## config.mk

```make
export PLATFORM = sky130hd
export DESIGN_NAME = traffic_ctrl_n
export DESIGN_NICKNAME = d
export VERILOG_FILES = /design/src/rtl/traffic_ctrl_n.sv
export SDC_FILE = /design/constraint.sdc
export NUM_CORES = 1
export LEC_CHECK = 0
export CORE_MARGIN = 1.5
export CORE_UTILIZATION = 30
export DETAILED_ROUTE_END_ITERATION = 16
export GPL_ROUTABILITY_DRIVEN = 0
export HOLD_SLACK_MARGIN = 0.03
export PLACE_DENSITY = 0.6
export SLEW_MARGIN = 20
export SYNTH_ARGS = -nofsm -noshare
export SYNTH_HDL_FRONTEND = slang
export SYNTH_SLANG_ARGS = --single-unit
```

## constraint.sdc

```tcl
create_clock -name CK -period 5.2 [get_ports CK]
set_clock_uncertainty 0.1 [all_clocks]
set_input_delay 0.78 -clock CK [delete_from_list [all_inputs] [get_ports CK]]
set_output_delay 0.78 -clock CK [all_outputs]
set_load 0.05 [all_outputs]
```

## src/rtl/traffic_ctrl_n.sv

```systemverilog
// traffic_ctrl_n -- N-approach traffic-light controller.
//
// Serves NCH approaches in circular order. Each service is a
// GREEN -> YELLOW -> ALLRED sequence, with every interval measured in ticks
// from a prescaler. Approaches without demand are skipped. A flash-mode
// request drains any active green through yellow and then blinks all
// yellows. TEST makes every cycle a tick.
//
// Ports:
//   CK     clock, rising edge
//   CLR    synchronous reset, active-high
//   FM     flash-mode request (level, sampled on ticks)
//   TEST   tick every cycle
//   REQ    per-approach demand (level, sampled on ticks)
//   GRN    green per approach   (registered)
//   YLW    yellow per approach  (registered)
//   RED    red per approach     (registered)
//   PHASE  current / most recently served approach
module traffic_ctrl_n #(
    parameter int NCH      = 2,
    parameter int PRESC    = 4,
    parameter int GREEN_T  = 5,
    parameter int YELLOW_T = 2,
    parameter int ALLRED_T = 1,
    parameter int TW       = 8
) (
    input  logic                     CK,
    input  logic                     CLR,
    input  logic                     FM,
    input  logic                     TEST,
    input  logic [NCH-1:0]           REQ,
    output logic [NCH-1:0]           GRN,
    output logic [NCH-1:0]           YLW,
    output logic [NCH-1:0]           RED,
    output logic [$clog2(NCH)-1:0]   PHASE
);

    localparam int CW = $clog2(NCH);
    localparam int PW = (PRESC > 1) ? $clog2(PRESC) : 1;

    localparam logic [TW-1:0] G_LD = TW'(GREEN_T - 1);
    localparam logic [TW-1:0] Y_LD = TW'(YELLOW_T - 1);
    localparam logic [TW-1:0] R_LD = TW'(ALLRED_T - 1);
    localparam logic [PW-1:0] P_MAX = PW'(PRESC - 1);

    typedef enum logic [1:0] {
        S_ALLRED,
        S_GREEN,
        S_YELLOW,
        S_FLASH
    } state_t;

    state_t          state_q, state_d;
    logic [CW-1:0]   ch_q, ch_d;
    logic [TW-1:0]   tcnt_q, tcnt_d;
    logic [PW-1:0]   pcnt_q, pcnt_d;
    logic            fl_q, fl_d;
    // Clear until the first service after reset; until then the search for
    // the next approach starts at channel 0 itself so ch0 is served first.
    logic            served_q, served_d;
    logic [NCH-1:0]  grn_q, grn_d;
    logic [NCH-1:0]  ylw_q, ylw_d;
    logic [NCH-1:0]  red_q, red_d;

    logic            tick;
    logic [CW-1:0]   nxt_ch;
    logic            found;
    logic [NCH-1:0]  sel;
    int              start;
    int              idx;

    assign tick = TEST | (pcnt_q == P_MAX);

    // Next approach: first one with demand scanning circularly from the slot
    // after ch; the current channel is scanned last so a lone request on it
    // re-serves it. No demand at all falls back to plain rotation.
    always_comb begin
        start  = served_q ? int'(ch_q) + 1 : 0;
        nxt_ch = CW'(start % NCH);
        found  = 1'b0;
        idx    = 0;
        for (int i = 0; i < NCH; i++) begin
            idx = (start + i) % NCH;
            if (!found && REQ[CW'(idx)]) begin
                found  = 1'b1;
                nxt_ch = CW'(idx);
            end
        end
    end

    always_comb begin
        state_d  = state_q;
        ch_d     = ch_q;
        tcnt_d   = tcnt_q;
        fl_d     = fl_q;
        served_d = served_q;
        pcnt_d   = (TEST || tick) ? '0 : pcnt_q + 1'b1;

        if (tick) begin
            unique case (state_q)
                S_ALLRED: begin
                    // Flash request wins over the pending green, so green is
                    // never entered while FM is high.
                    if (FM) begin
                        state_d = S_FLASH;
                        fl_d    = 1'b1;
                    end else if (tcnt_q == '0) begin
                        state_d  = S_GREEN;
                        ch_d     = nxt_ch;
                        served_d = 1'b1;
                        tcnt_d   = G_LD;
                    end else begin
                        tcnt_d = tcnt_q - 1'b1;
                    end
                end
                S_GREEN: begin
                    // Flash request cuts green short but still yields via yellow.
                    if (FM || tcnt_q == '0) begin
                        state_d = S_YELLOW;
                        tcnt_d  = Y_LD;
                    end else begin
                        tcnt_d = tcnt_q - 1'b1;
                    end
                end
                S_YELLOW: begin
                    if (tcnt_q == '0) begin
                        if (FM) begin
                            state_d = S_FLASH;
                            fl_d    = 1'b1;
                        end else begin
                            state_d = S_ALLRED;
                            tcnt_d  = R_LD;
                        end
                    end else begin
                        tcnt_d = tcnt_q - 1'b1;
                    end
                end
                S_FLASH: begin
                    if (!FM) begin
                        state_d = S_ALLRED;
                        tcnt_d  = R_LD;
                    end else begin
                        fl_d = ~fl_q;
                    end
                end
                default: begin
                    state_d = S_ALLRED;
                    tcnt_d  = R_LD;
                end
            endcase
        end

        // Lamps decoded from the next state so they change on the same edge
        // as the state register.
        sel        = '0;
        sel[ch_d]  = 1'b1;
        grn_d      = '0;
        ylw_d      = '0;
        red_d      = '1;
        unique case (state_d)
            S_GREEN: begin
                grn_d = sel;
                red_d = ~sel;
            end
            S_YELLOW: begin
                ylw_d = sel;
                red_d = ~sel;
            end
            S_FLASH: begin
                ylw_d = {NCH{fl_d}};
                red_d = '0;
            end
            default: ;
        endcase
    end

    always_ff @(posedge CK) begin
        if (CLR) begin
            state_q  <= S_ALLRED;
            ch_q     <= '0;
            tcnt_q   <= R_LD;
            pcnt_q   <= '0;
            fl_q     <= 1'b0;
            served_q <= 1'b0;
            grn_q    <= '0;
            ylw_q    <= '0;
            red_q    <= '1;
        end else begin
            state_q  <= state_d;
            ch_q     <= ch_d;
            tcnt_q   <= tcnt_d;
            pcnt_q   <= pcnt_d;
            fl_q     <= fl_d;
            served_q <= served_d;
            grn_q    <= grn_d;
            ylw_q    <= ylw_d;
            red_q    <= red_d;
        end
    end

    assign GRN   = grn_q;
    assign YLW   = ylw_q;
    assign RED   = red_q;
    assign PHASE = ch_q;

endmodule
```

==> results.txt, run 1 <==
The chip width is approximately 67 um. The worst ir drop on vdd came out at between 0.3 and 0.4 mV. The H-tree depth came out at 1. The commonest cells after synthesis are sky130_fd_sc_hd__dfxtp_1 (21), sky130_fd_sc_hd__inv_1 (10), sky130_fd_sc_hd__nand2_1 (10). The standard-cell row count is 22. The post-CTS setup-driven buffer insertion count came out at 0.

The vias per cell came out at between 5 and 6. Entering global routing, the biggest net connects 22 pins. The global-route usage over all layers is between 10% and 20%. The number of nets with antenna violations after detailed routing is 0. The first global-routing pass estimated 4590 um of wire. In this run the critical register-to-register path is captured at RED[1]$_SDFF_PP1_.

The total CTS buffers came out at 3. 0 antenna diodes ended up in the layout. Setup repair after global routing left no endpoint under its margin. The slew of the pin with the lowest slew margin is 774 ps. The total of warnings raised by yosys is 0. The placed instance area came out at 1340 sq um. Measured in cells, the most critical reg-to-reg path has a length of 9.

The die covers approximately 4400 sq um. The sink count of the clock tree is 21. The kind of critical path is in2reg. The static leakage is 0.496 nW.

Gates resized during post-CTS repair numbered 0. The largest single stage delay on the critical path is 580 ps. The routed layout has 1000 vias.

The post-synthesis cell count is 137. The synthesized netlist contains 48 unique library cells. The initial antenna violation count came out at 0.

The maximum clock frequency came out at roughly 0.37 GHz. Of all nets on the critical path, the largest fanout is 6. The buffering stage count on the worst path with inverters included came out at 3. The number of synthesized register bits is 21. The number of buffers on the longest clock path came out at 2. Walking the worst path, the cells encountered are clkdlybuf4s50_1 -> inv_1 -> o22ai_4 -> a21oi_1 -> a31o_1 -> inv_1 -> ha_1 -> a21oi_1 -> o21ai_1. After detailed placement, the design holds a cell count of 188. The register clock-pin slew on the reported worst setup and hold paths is 80 ps.

The area of all placed cells without fillers came out at 1380 sq um. The tightest slew margin relative to the limit came out at 47.9%. The mean routed wirelength per cell is 13.0 um. Yosys mapped a number of flops with a built-in enable equal to 0.

Cells with a size suffix above 1 make up 14.6% of the layout. The cell depth of the worst hold path came out at 1. The sequential area share after synthesis is between 30% and 40%.

After the flow finishes, the layout carries non-filler instances totaling 192. The total overflow left after global routing is 0. The power density over the cells is 709 nW/um^2. In this run the most critical hold path is launched from pcnt_q[0]$_SDFF_PP0_. The number of max-slew violations in the final report came out at 0. The initial utilization of the core area, before any placement, comes to between 30% and 40%. The final-report hold violation count was 0.

The part of the cycle the worst path needs is 51.6%. The net count reported at finish is 157. In this run the vertical extent of the chip is about 67 um.

The cell at the root of the clock tree is sky130_fd_sc_hd__clkbuf_8. The routed design has 2490 um of wire. The clock period could shrink to between 2000 and 3000 ps. The largest individual stage delay along the critical path comes from the cell sky130_fd_sc_hd__clkdlybuf4s50_1. Max-cap violations in this run came to 0. The share of async-settable or async-resettable flops after synthesis is 0%. The post-synthesis to final-layout area growth is 13.9%. Summed over all nets, the half-perimeter wirelength after detailed placement is approximately 1900 um. Buffers placed on the I/O ports in this run total 10. The startpoint identified for the worst register-to-register timing path is tcnt_q[0]$_SDFFE_PP0P_.

The number of top-level design ports came out at 13. The largest delay contributor family on the critical path is compound AO/OA/AOI/OAI gates. The total of fill cells in the finished design is 384. The synthesized net count is ~150. STA classifies the critical path endpoint as a flip-flop.

The most used flip-flop cell after synthesis is sky130_fd_sc_hd__dfxtp_1. The cell with the most instances after synthesis is sky130_fd_sc_hd__dfxtp_1. The count of hold buffers inserted by post-cts repair came out at 0.

The mean cell area of the mapped netlist is 8.85 sq um. The area of the core came out at about 3800 sq um. The number of design-rule violations left by the first detailed-router iteration came out at 27. The worst register-to-register path has a setup slack of 2560 ps. The worst-skew pair later-pin latency is 260 ps. For this run, design rule violations remaining after detail routing come to 0. The required time of the worst setup path is 5250 ps.

The final core area utilization came out at 36.6%. Sorting the synthesized cells by area gives the leading types as sky130_fd_sc_hd__dfxtp_1 (35%), sky130_fd_sc_hd__ha_1 (6.2%), sky130_fd_sc_hd__a21oi_1 (3.7%), sky130_fd_sc_hd__inv_1 (3.1%), sky130_fd_sc_hd__nand2_1 (3.1%). STA classifies the critical path startpoint as an input pin. The via count of the first global-routing pass is 1009. TritonCTS built the clock tree. The area share of the largest cell type after synthesis is 34.7%. The count of TritonRoute iterations in the first routing pass is 4. Summed over all instances, the cell type with the most area after synthesis is sky130_fd_sc_hd__dfxtp_1. The run finished with clean final reports. The worst min-delay path endpoint is pcnt_q[0]$_SDFF_PP0_. The arrival time at the worst endpoint is approximately 2700 ps. After synthesis the cells add up to 1210 sq um.

The total negative slack is 0 ps. The path category of the worst min-delay check is reg2reg. The count of final setup violators came out at 0.
metrics by stage:
step | setup slack [ps] | power [W] | hold slack, ps
floorplan | 2900 | 0.000767 | 308
global route | 2380 | 0.00106 | 371
global placement | 2320 | 0.000847 | 318
finish | 2520 | 0.000979 | 343
CTS | 2540 | 0.000986 | 350
detailed placement | 2250 | 0.000874 | 338
metal layers:
layer | track usage, % | vias to the layer above | part of all wire [%]
li1 | - | 509 | -
met1 | 16.1 | 467 | 46
met2 | 24.0 | 24 | 50
met3 | 3.72 | 0 | 4.0
met4 | 1.53 | 0 | 0
met5 | 0 | - | 0
layout by cell type, fill, tap and decap left out, types with 3 or more instances in the layout:
cell / netlist / routed
sky130_fd_sc_hd__dfxtp_1: 21 / 21
sky130_fd_sc_hd__inv_1: 10 / 10
sky130_fd_sc_hd__nand2_1: 10 / 10
sky130_fd_sc_hd__clkdlybuf4s50_1: 0 / 10
sky130_fd_sc_hd__a21oi_1: 9 / 9
sky130_fd_sc_hd__nor2_1: 8 / 8
sky130_fd_sc_hd__o21ai_1: 7 / 7
sky130_fd_sc_hd__ha_1: 6 / 6
sky130_fd_sc_hd__nand2b_1: 4 / 4
sky130_fd_sc_hd__o21ai_0: 4 / 4
sky130_fd_sc_hd__nand3_1: 3 / 3
sky130_fd_sc_hd__nor3_1: 3 / 3
sky130_fd_sc_hd__a211oi_1: 3 / 3
sky130_fd_sc_hd__a31oi_1: 3 / 3
sky130_fd_sc_hd__nor3b_1: 3 / 3
sky130_fd_sc_hd__clkbuf_8: 0 / 3
logic make-up after synthesis:
kind of cell               Yosys count  share of synthesized area [%]
AOI/OAI and AO/OA                   44                           27.8
adders and majority gates            6                           6.19
buffers and inverters               18                           6.50
DFF                                 21                           34.7
muxes                                2                           1.75
and+or+nand+nor                     46                           23.1
where the power goes:
part           leakage, nW  internal (W)  switching (W)
logic                0.299      0.000246       0.000337
clock network       0.0255     0.0000535      0.0000570
registers            0.172      0.000211      0.0000742
flip-flops by register name (all words and copies together) (netlist names):
| register | count |
|---|---|
| YLW | 2 |
| fl_q | 1 |
| RED | 2 |
| tcnt_q | 8 |
| pcnt_q | 2 |
| served_q | 1 |
| PHASE | 1 |
| state_q | 2 |
| GRN | 2 |
cell type report:
class / count / area [sq um] / area share [%]
Clock buffer: 3 / 41.3 / 2.99
Sequential cell: 21 / 420 / 30.4
Clock inverter: 1 / 5.00 / 0.362
Inverter: 11 / 41.3 / 2.99
Multi-Input combinational cell: 98 / 713 / 51.6
Timing Repair Buffer: 10 / 100 / 7.25
Tap cell: 48 / 60.1 / 4.35
worst max-delay path by stage:
stage               startpoint                 to  slack (ps)  cells past startpoint
floorplan                 TEST  RED[1]$_SDFF_PP1_        2900                      8
global placement            FM  RED[1]$_SDFF_PP1_        2320                      9
detailed placement          FM  RED[1]$_SDFF_PP1_        2250                     10
finish                      FM  RED[1]$_SDFF_PP1_        2520                      9
global route                FM  RED[1]$_SDFF_PP1_        2380                     10
CTS                         FM  RED[1]$_SDFF_PP1_        2540                     10
(Power assumes the default switching activity.)
==> run 2: changes to the inputs <==
clock period = 2.5 ns   (was 5.2 ns; I/O delays follow)
==> run 2 against run 1 <==
- setup slack worse by 2400 ps
- core utilization is 2.3 points higher
- clock power is 110% higher
- combinational power is 140% higher
- register-to-register slack worse by 2400 ps
- largest power group unchanged
- die area stayed put
- largest cell class unchanged
- global-route usage is 0.18 points lower
- sequential power is 98% higher
- sequential share of layout area is 1.8 points lower
- total power is 120% higher
==> results.txt, run 2 (synthesized netlist as in run 1, its figures left out) <==
The delay contributed by the slowest stage of the critical path came out at 460 ps (-120 ps). The net count reported at finish came out at 167 (+6.4%). The count of vias placed by the detailed router came to 1060 (+6.0%). The final wirelength is 2570 um (+3.2%). The slew of the pin with the lowest slew margin is 830 ps (+55.4 ps). The switching power came to 0.00102 W (+120%). The reg2reg setup slack is 130 ps (-2430 ps).

The total CTS buffers came out at 3 (unchanged). The register clock-pin slew on the reported worst setup and hold paths came out at 80 ps (about the same). The largest fanout on the critical path is 5 (-1). The mean routed wirelength per cell is 12.7 um (-1.9%). The HPWL after detailed placement came out at 1860 um (-0.98%).

The required time of the worst setup path is 2550 ps (-2700 ps). The global-route congestion overflow total is 0 (unchanged). The flip-flop count of the largest register after layout came out at 8 (unchanged). The largest net degree at the start of global routing was 22 (unchanged). The routing usage on met3 came out at 3.55% (-0.17 points).

The number of maximum-capacitance constraint violations came to 0 (unchanged). The final routed DRC violation total is 0 (unchanged). The count of hold buffers inserted by post-cts repair is 0 (unchanged). The nature of the critical path endpoint is a flip-flop. The clock period minus final worst setup slack came out at 2370 ps.

The number of cells traversed by the worst register-to-register path came to 9 (unchanged). The number of top-level design ports is 13 (unchanged). The final-report hold violation count is 0 (unchanged). The first-pass GRT wire length was 4530 um (-1.4%). The worst-skew pair later-pin latency is 260 ps (about the same).

The worst ir drop on vdd is 0.815 mV (+140%). The placed instance area is 1410 sq um (+5.6%). The area of all placed cells without fillers is 1470 sq um (+6.3%). The number of buffers on the longest clock path is 2 (unchanged). The area of the core was 3770 sq um (unchanged). STA classifies the critical path startpoint as a flip-flop.

Leaving out fill and tap cells, the most frequent cells in the layout are sky130_fd_sc_hd__dfxtp_1 (21), sky130_fd_sc_hd__inv_1 (10), sky130_fd_sc_hd__nand2_1 (10), sky130_fd_sc_hd__clkdlybuf4s50_1 (10), sky130_fd_sc_hd__buf_4 (10). The count of inserted antenna diode cells came out at 0 (unchanged). The critical path in this run is classified as reg2reg.

The power density over the cells came out at 1500 nW/um^2 (+110%). The initial cell density of the core was 32.1% (unchanged). The part of the total power dissipated in sequential elements came to 25.8% (-3.4 points). The critical path goes through inv_1 -> ha_1 -> or3b_4 -> o31ai_4 -> a31o_1 -> inv_1 -> ha_1 -> a21oi_1 -> o21ai_1. The chip height is 66.6 um (unchanged).

The startpoint of the lowest-slack register-to-register path is tcnt_q[1]$_SDFFE_PP0P_. The vias per cell is 5.25 (+0.75%). The fraction of final layout cells with drive strength greater than 1 came out at 20.8% (+6.2 points). The part of the power in the clock network came out at 10.5% (-0.8 points).

The post-CTS setup-driven buffer insertion count is 0 (unchanged). The number of max-slew violations in the final report came out at 0 (unchanged). The commonest non-fill, non-tap cell in the layout is sky130_fd_sc_hd__dfxtp_1. Setup repair after global routing left no endpoint under its margin.

The chip width is 66.6 um (unchanged). The portion of total power attributed to combinational logic came out at 63.7% (+4.2 points). The tightest slew margin relative to the limit came out at 44.5% (-3.4 points). The met1 capacity usage during global routing is 16.8% (+0.74 points).

The global-route met2 utilization came to 22.3% (-1.7 points). The arrival time at the worst endpoint came to 2420 ps (-310 ps). Following the worst setup path forward leads to its endpoint at RED[1]$_SDFF_PP1_.

The via count of the first global-routing pass came to 1005 (-0.40%). The tree is rooted in a sky130_fd_sc_hd__clkbuf_8. The total of buffers placed on input and output ports is 10 (unchanged). The endpoint identified for the worst register-to-register timing path is RED[1]$_SDFF_PP1_.

The initial antenna violation count came out at 0 (unchanged). The part of the cycle the worst path needs came out at 94.6%. TritonCTS built the clock tree. The number of nets with antenna violations after detailed routing is 0 (unchanged). The post-synthesis to final-layout area growth came out at 21.1%. Among all stages on the critical path, the largest delay is contributed by sky130_fd_sc_hd__or3b_4. Counting flops per register, the top entry is tcnt_q.

The total negative slack came out at 0 ps (unchanged). The static leakage is 0.544 nW (+9.6%). The internal power component is 0.00118 W (+130%).

The buffering stage count on the worst path with inverters included came out at 2 (-1). After global routing, the most crowded layer is met2. The number of design-rule violations left by the first detailed-router iteration came out at 51 (+89%). The fraction of power spent switching nets is 46.4% (-1.4 points). The worst hold path belongs to the class reg2reg. In this design, the largest share of critical-path delay is due to compound AO/OA/AOI/OAI gates. The final setup slack of the worst path is 134 ps (-2390 ps). The global-route usage over all layers is 13.1% (-0.18 points). The sink count of the clock tree is 21 (unchanged). The count of final setup violators is 0 (unchanged). The post-cts resize count is 0 (unchanged).

The run finished with clean final reports. Tracing the worst setup path back leads to its startpoint at tcnt_q[1]$_SDFFE_PP0P_. The maximum clock frequency is 0.423 GHz. The count of TritonRoute iterations in the first routing pass is 4 (unchanged).

The total number of cells along the worst setup path came out at 9 (unchanged). The worst slack after detailed placement is 68.1 ps (-2180 ps). The standard-cell row count is 22 (unchanged). The full die area came to 4430 sq um (unchanged). The H-tree depth is 1 (unchanged).
[run 2: area by class of cell]
class	count	area (sq um)
inverters	11	41.3
fillers	360	2300
multi-input cells	98	724
flip-flops and latches	21	420
repair buffers	20	175
clock buffers	3	41.3
clock inverters	1	5.00
well taps	48	60.1
[run 2: through the flow]
step	std cells	power (W)	hold WS, ps	utilization, %
after global routing	202	0.00238	364	38.9
after global placement	198	0.00188	318	37.4
after CTS	202	0.00216	340	38.6
final	202	0.00220	336	38.9
after floorplan	137	0.00160	308	-
after detailed placement	198	0.00192	320	37.4
[run 2: metal layers]
metal,vias up,part of all wire [%]
li1,529,-
met5,-,0
met4,0,0.31
met3,2,5.1
met1,501,46
met2,28,48
[run 2: power groups by stage]
stage	clock, W	sequential (W)	combinational [W]
finish	0.000232	0.000567	0.00140
global route	0.000251	0.000580	0.00155
detailed placement	0	0.000570	0.00135
floorplan	0	0.000603	0.000992
global placement	0	0.000564	0.00132
CTS	0.000242	0.000563	0.00136
[run 2: worst min-delay path by stage]
stage,cells after the start,to,slack (ps),from
finish,1,pcnt_q[0]$_SDFF_PP0_,340,pcnt_q[0]$_SDFF_PP0_
detailed placement,1,pcnt_q[0]$_SDFF_PP0_,320,pcnt_q[0]$_SDFF_PP0_
global route,1,pcnt_q[0]$_SDFF_PP0_,360,pcnt_q[0]$_SDFF_PP0_
global placement,1,pcnt_q[0]$_SDFF_PP0_,320,pcnt_q[0]$_SDFF_PP0_
CTS,1,pcnt_q[0]$_SDFF_PP0_,340,pcnt_q[0]$_SDFF_PP0_
floorplan,1,pcnt_q[0]$_SDFF_PP0_,310,pcnt_q[0]$_SDFF_PP0_
==> run 3: changes to the inputs <==
CORE_UTILIZATION = 40   (was 30)
PLACE_DENSITY = 0.72   (was 0.6)
==> run 3 against run 2 <==
- worst hold slack improved by 26 ps
- largest cell class unchanged
- core utilization increased by 12 points
- sequential share of layout area increased by 1.1 points
- non-clock buffer count decreased by 2
- critical path depth unchanged
- fmax increased by 1.1%
- final cell count decreased by 9.4%
- via count decreased by 0.75%
==> results.txt, run 3 (synthesized netlist as in run 1, its figures left out) <==
The number of design-rule violations left by the first detailed-router iteration is 23 (-55%). The number of top-level design ports came out at 13 (unchanged). The post-synthesis to final-layout area growth is 16.7%.

The internal power component is 0.00111 W (-5.5%). The H-tree depth came to 1 (unchanged). The area of the core came out at 2810 sq um (-26%). The slew of the pin with the lowest slew margin is 830 ps (+0.676 ps). The count of final setup violators was 0 (unchanged). The mean routed wirelength per cell is 14.0 um (+10%). For hold timing, the worst endpoint is pcnt_q[0]$_SDFF_PP0_.

The part of the cycle the worst path needs is 93.6% (-1.0 points). The fraction of power spent switching nets is 47.5% (+1.1 points). The first-pass GRT wire length is 4490 um (-0.77%).

The maximum clock frequency was 0.427 GHz (+1.1%). The HPWL after detailed placement is 1850 um (-0.79%). The end of the worst register-to-register path is RED[1]$_SDFF_PP1_. The part of the power in the clock network came out at 8.1% (-2.4 points).

The number of nets with antenna violations after detailed routing is 0 (unchanged). The arrival time at the worst endpoint came out at 2460 ps (+40 ps). The initial cell density of the core was 43.2% (+11 points).

The filler-free cell count of the finished design is 183 (-9.4%). The worst setup path is captured at a flip-flop. The number of cells traversed by the worst register-to-register path is 9 (unchanged).

The number of maximum-capacitance constraint violations came out at 0 (unchanged). The full die area came out at 3370 sq um (-24%). The hold path startpoint is pcnt_q[0]$_SDFF_PP0_. The worst ir drop on vdd came to 0.882 mV (+8.2%). The largest fanout on the critical path is 7 (+2). The vias per cell is 5.75 (+9.5%). The static leakage is 0.524 nW (-3.6%). The total of buffers placed on input and output ports came out at 10 (unchanged). The number of buffers on the longest clock path came out at 2 (unchanged). The via count of the first global-routing pass came out at 986 (-1.9%).

The clock period minus final worst setup slack came out at 2340 ps (-25.8 ps). The final-report hold violation count was 0 (unchanged). The cell depth of the worst hold path is 1 (unchanged). The portion of total power attributed to combinational logic was 65.1% (+1.4 points).

The cell total after placement was 179 (-9.6%). The sink count of the clock tree came to 21 (unchanged). The worst-skew pair later-pin latency is 320 ps (+60 ps). The net count reported at finish is 165 (-1.2%). The path class of the tightest hold or removal check is reg2reg.

The global-route congestion overflow total was 0 (unchanged). The total of fill cells in the finished design is 270 (-25%). The count of hold buffers inserted by post-cts repair came to 0 (unchanged).

The commonest non-fill, non-tap cell in the layout is sky130_fd_sc_hd__dfxtp_1. In the layout the commonest cells are sky130_fd_sc_hd__dfxtp_1 (21), sky130_fd_sc_hd__inv_1 (10), sky130_fd_sc_hd__nand2_1 (10), sky130_fd_sc_hd__clkdlybuf4s50_1 (10), sky130_fd_sc_hd__a21oi_1 (9). The count of inserted antenna diode cells came out at 0 (unchanged).

The area of all placed cells without fillers is 1420 sq um (-3.6%). The part of the total power dissipated in sequential elements came out at 26.7% (+0.9 points). The tightest slew margin relative to the limit came out at 44.1% (-0.38 points).

The initial antenna violation count came out at 0 (unchanged). The placed instance area came out at 1370 sq um (-2.6%). The worst register-to-register path begins at tcnt_q[1]$_SDFFE_PP0P_. The final wirelength is 2560 um (-0.39%). The switching power is 0.00101 W (-1.1%).

The chip height is 58.1 um (-13%). The number of max-slew violations in the final report was 0 (unchanged). Clock tree synthesis selected as its root buffer the cell sky130_fd_sc_hd__clkbuf_4. The global-route usage over all layers came out at 17.3% (+4.1 points). The total CTS buffers came to 3 (unchanged). The power density over the cells was 1500 nW/um^2 (+0.12%).

The count of vias placed by the detailed router came to 1052 (-0.75%). The final routed DRC violation total came to 0 (unchanged). The count of TritonRoute iterations in the first routing pass was 6 (+2). The chip width came to 58.1 um (-13%). The register clock-pin slew on the reported worst setup and hold paths was 130 ps (+50 ps). The most flop-heavy register is tcnt_q. The standard-cell row count came out at 19 (-14%).

The kind of critical path is reg2reg. TritonCTS built the clock tree. The total negative slack is 0 ps (unchanged). The flow ran to the end, and the final reports show no timing, DRC or antenna violations. The fraction of final layout cells with drive strength greater than 1 is 20.4% (-0.38 points). The reg2reg setup slack came out at 160 ps (+30 ps).

The kind of start point of the critical path is a flip-flop. The required time of the worst setup path is 2620 ps (+70 ps). The flip-flop count of the largest register after layout came out at 8 (unchanged).

The largest net degree at the start of global routing is 22 (unchanged).
-- run 3: cell type report --
cell class	instances	area (sq um)	area share, %
Tap cell	31	38.8	2.74
Clock buffer	3	22.5	1.59
Inverter	11	41.3	2.92
Timing Repair Buffer	18	160	11.3
Clock inverter	1	5.00	0.354
Sequential cell	21	420	29.7
Multi-Input combinational cell	98	727	51.4
-- run 3: repair_timing --
action	in CTS	in global routing
endpoints found under the setup margin	0	4
hold endpoints to repair	0	0
buffers inserted	0	0
gates resized for setup	0	3
-- run 3: layer usage --
layer  routed length (um)  vias to the layer above  global-route usage (%)  share of wire, %
li1                     -                      524                       -                 -
met1                 1190                      500                    21.3                46
met2                 1240                       24                    28.9                48
met3                  101                        4                    4.69               3.9
met4                   40                        0                    5.98               1.6
met5                    0                        -                       0                 0
-- run 3: per-stage QoR --
step                util, %  power (W)  setup WS, ps  hold WS (ps)
floorplan                 -    0.00160           224           308
global placement       49.0    0.00185           109           315
detailed placement     49.0    0.00189          79.6           339
CTS                    50.0    0.00207          57.8           364
global route           50.4    0.00232         -12.3           391
finish                 50.4    0.00212           160           362
-- run 3: worst max-delay path by stage --
stage | from | end | cells after the start
2_1_floorplan | tcnt_q[0]$_SDFFE_PP0P_ | RED[1]$_SDFF_PP1_ | 10
3_3_place_gp | tcnt_q[1]$_SDFFE_PP0P_ | RED[1]$_SDFF_PP1_ | 9
3_5_place_dp | tcnt_q[1]$_SDFFE_PP0P_ | RED[1]$_SDFF_PP1_ | 9
4_1_cts | tcnt_q[1]$_SDFFE_PP0P_ | RED[1]$_SDFF_PP1_ | 9
5_1_grt | tcnt_q[1]$_SDFFE_PP0P_ | RED[1]$_SDFF_PP1_ | 9
6_report | tcnt_q[1]$_SDFFE_PP0P_ | RED[1]$_SDFF_PP1_ | 9
-- run 3: critical path: stages, from the launching register on --
cell and delay (ps):
sky130_fd_sc_hd__dfxtp_1 360, sky130_fd_sc_hd__inv_1 60, sky130_fd_sc_hd__ha_1 150, sky130_fd_sc_hd__or3b_4 460, sky130_fd_sc_hd__o31ai_4 270, sky130_fd_sc_hd__a31o_1 220, sky130_fd_sc_hd__inv_1 70, sky130_fd_sc_hd__ha_1 320
sky130_fd_sc_hd__a21oi_1 160, sky130_fd_sc_hd__o21ai_1 90
-- run 3: power groups by stage --
stage                     clock network, W  registers (W)  logic, W
after floorplan                          0       0.000603  0.000992
after global placement                   0       0.000563   0.00129
after detailed placement                 0       0.000571   0.00132
after CTS                         0.000177       0.000565   0.00133
after global routing              0.000190       0.000588   0.00154
final                             0.000173       0.000568   0.00138
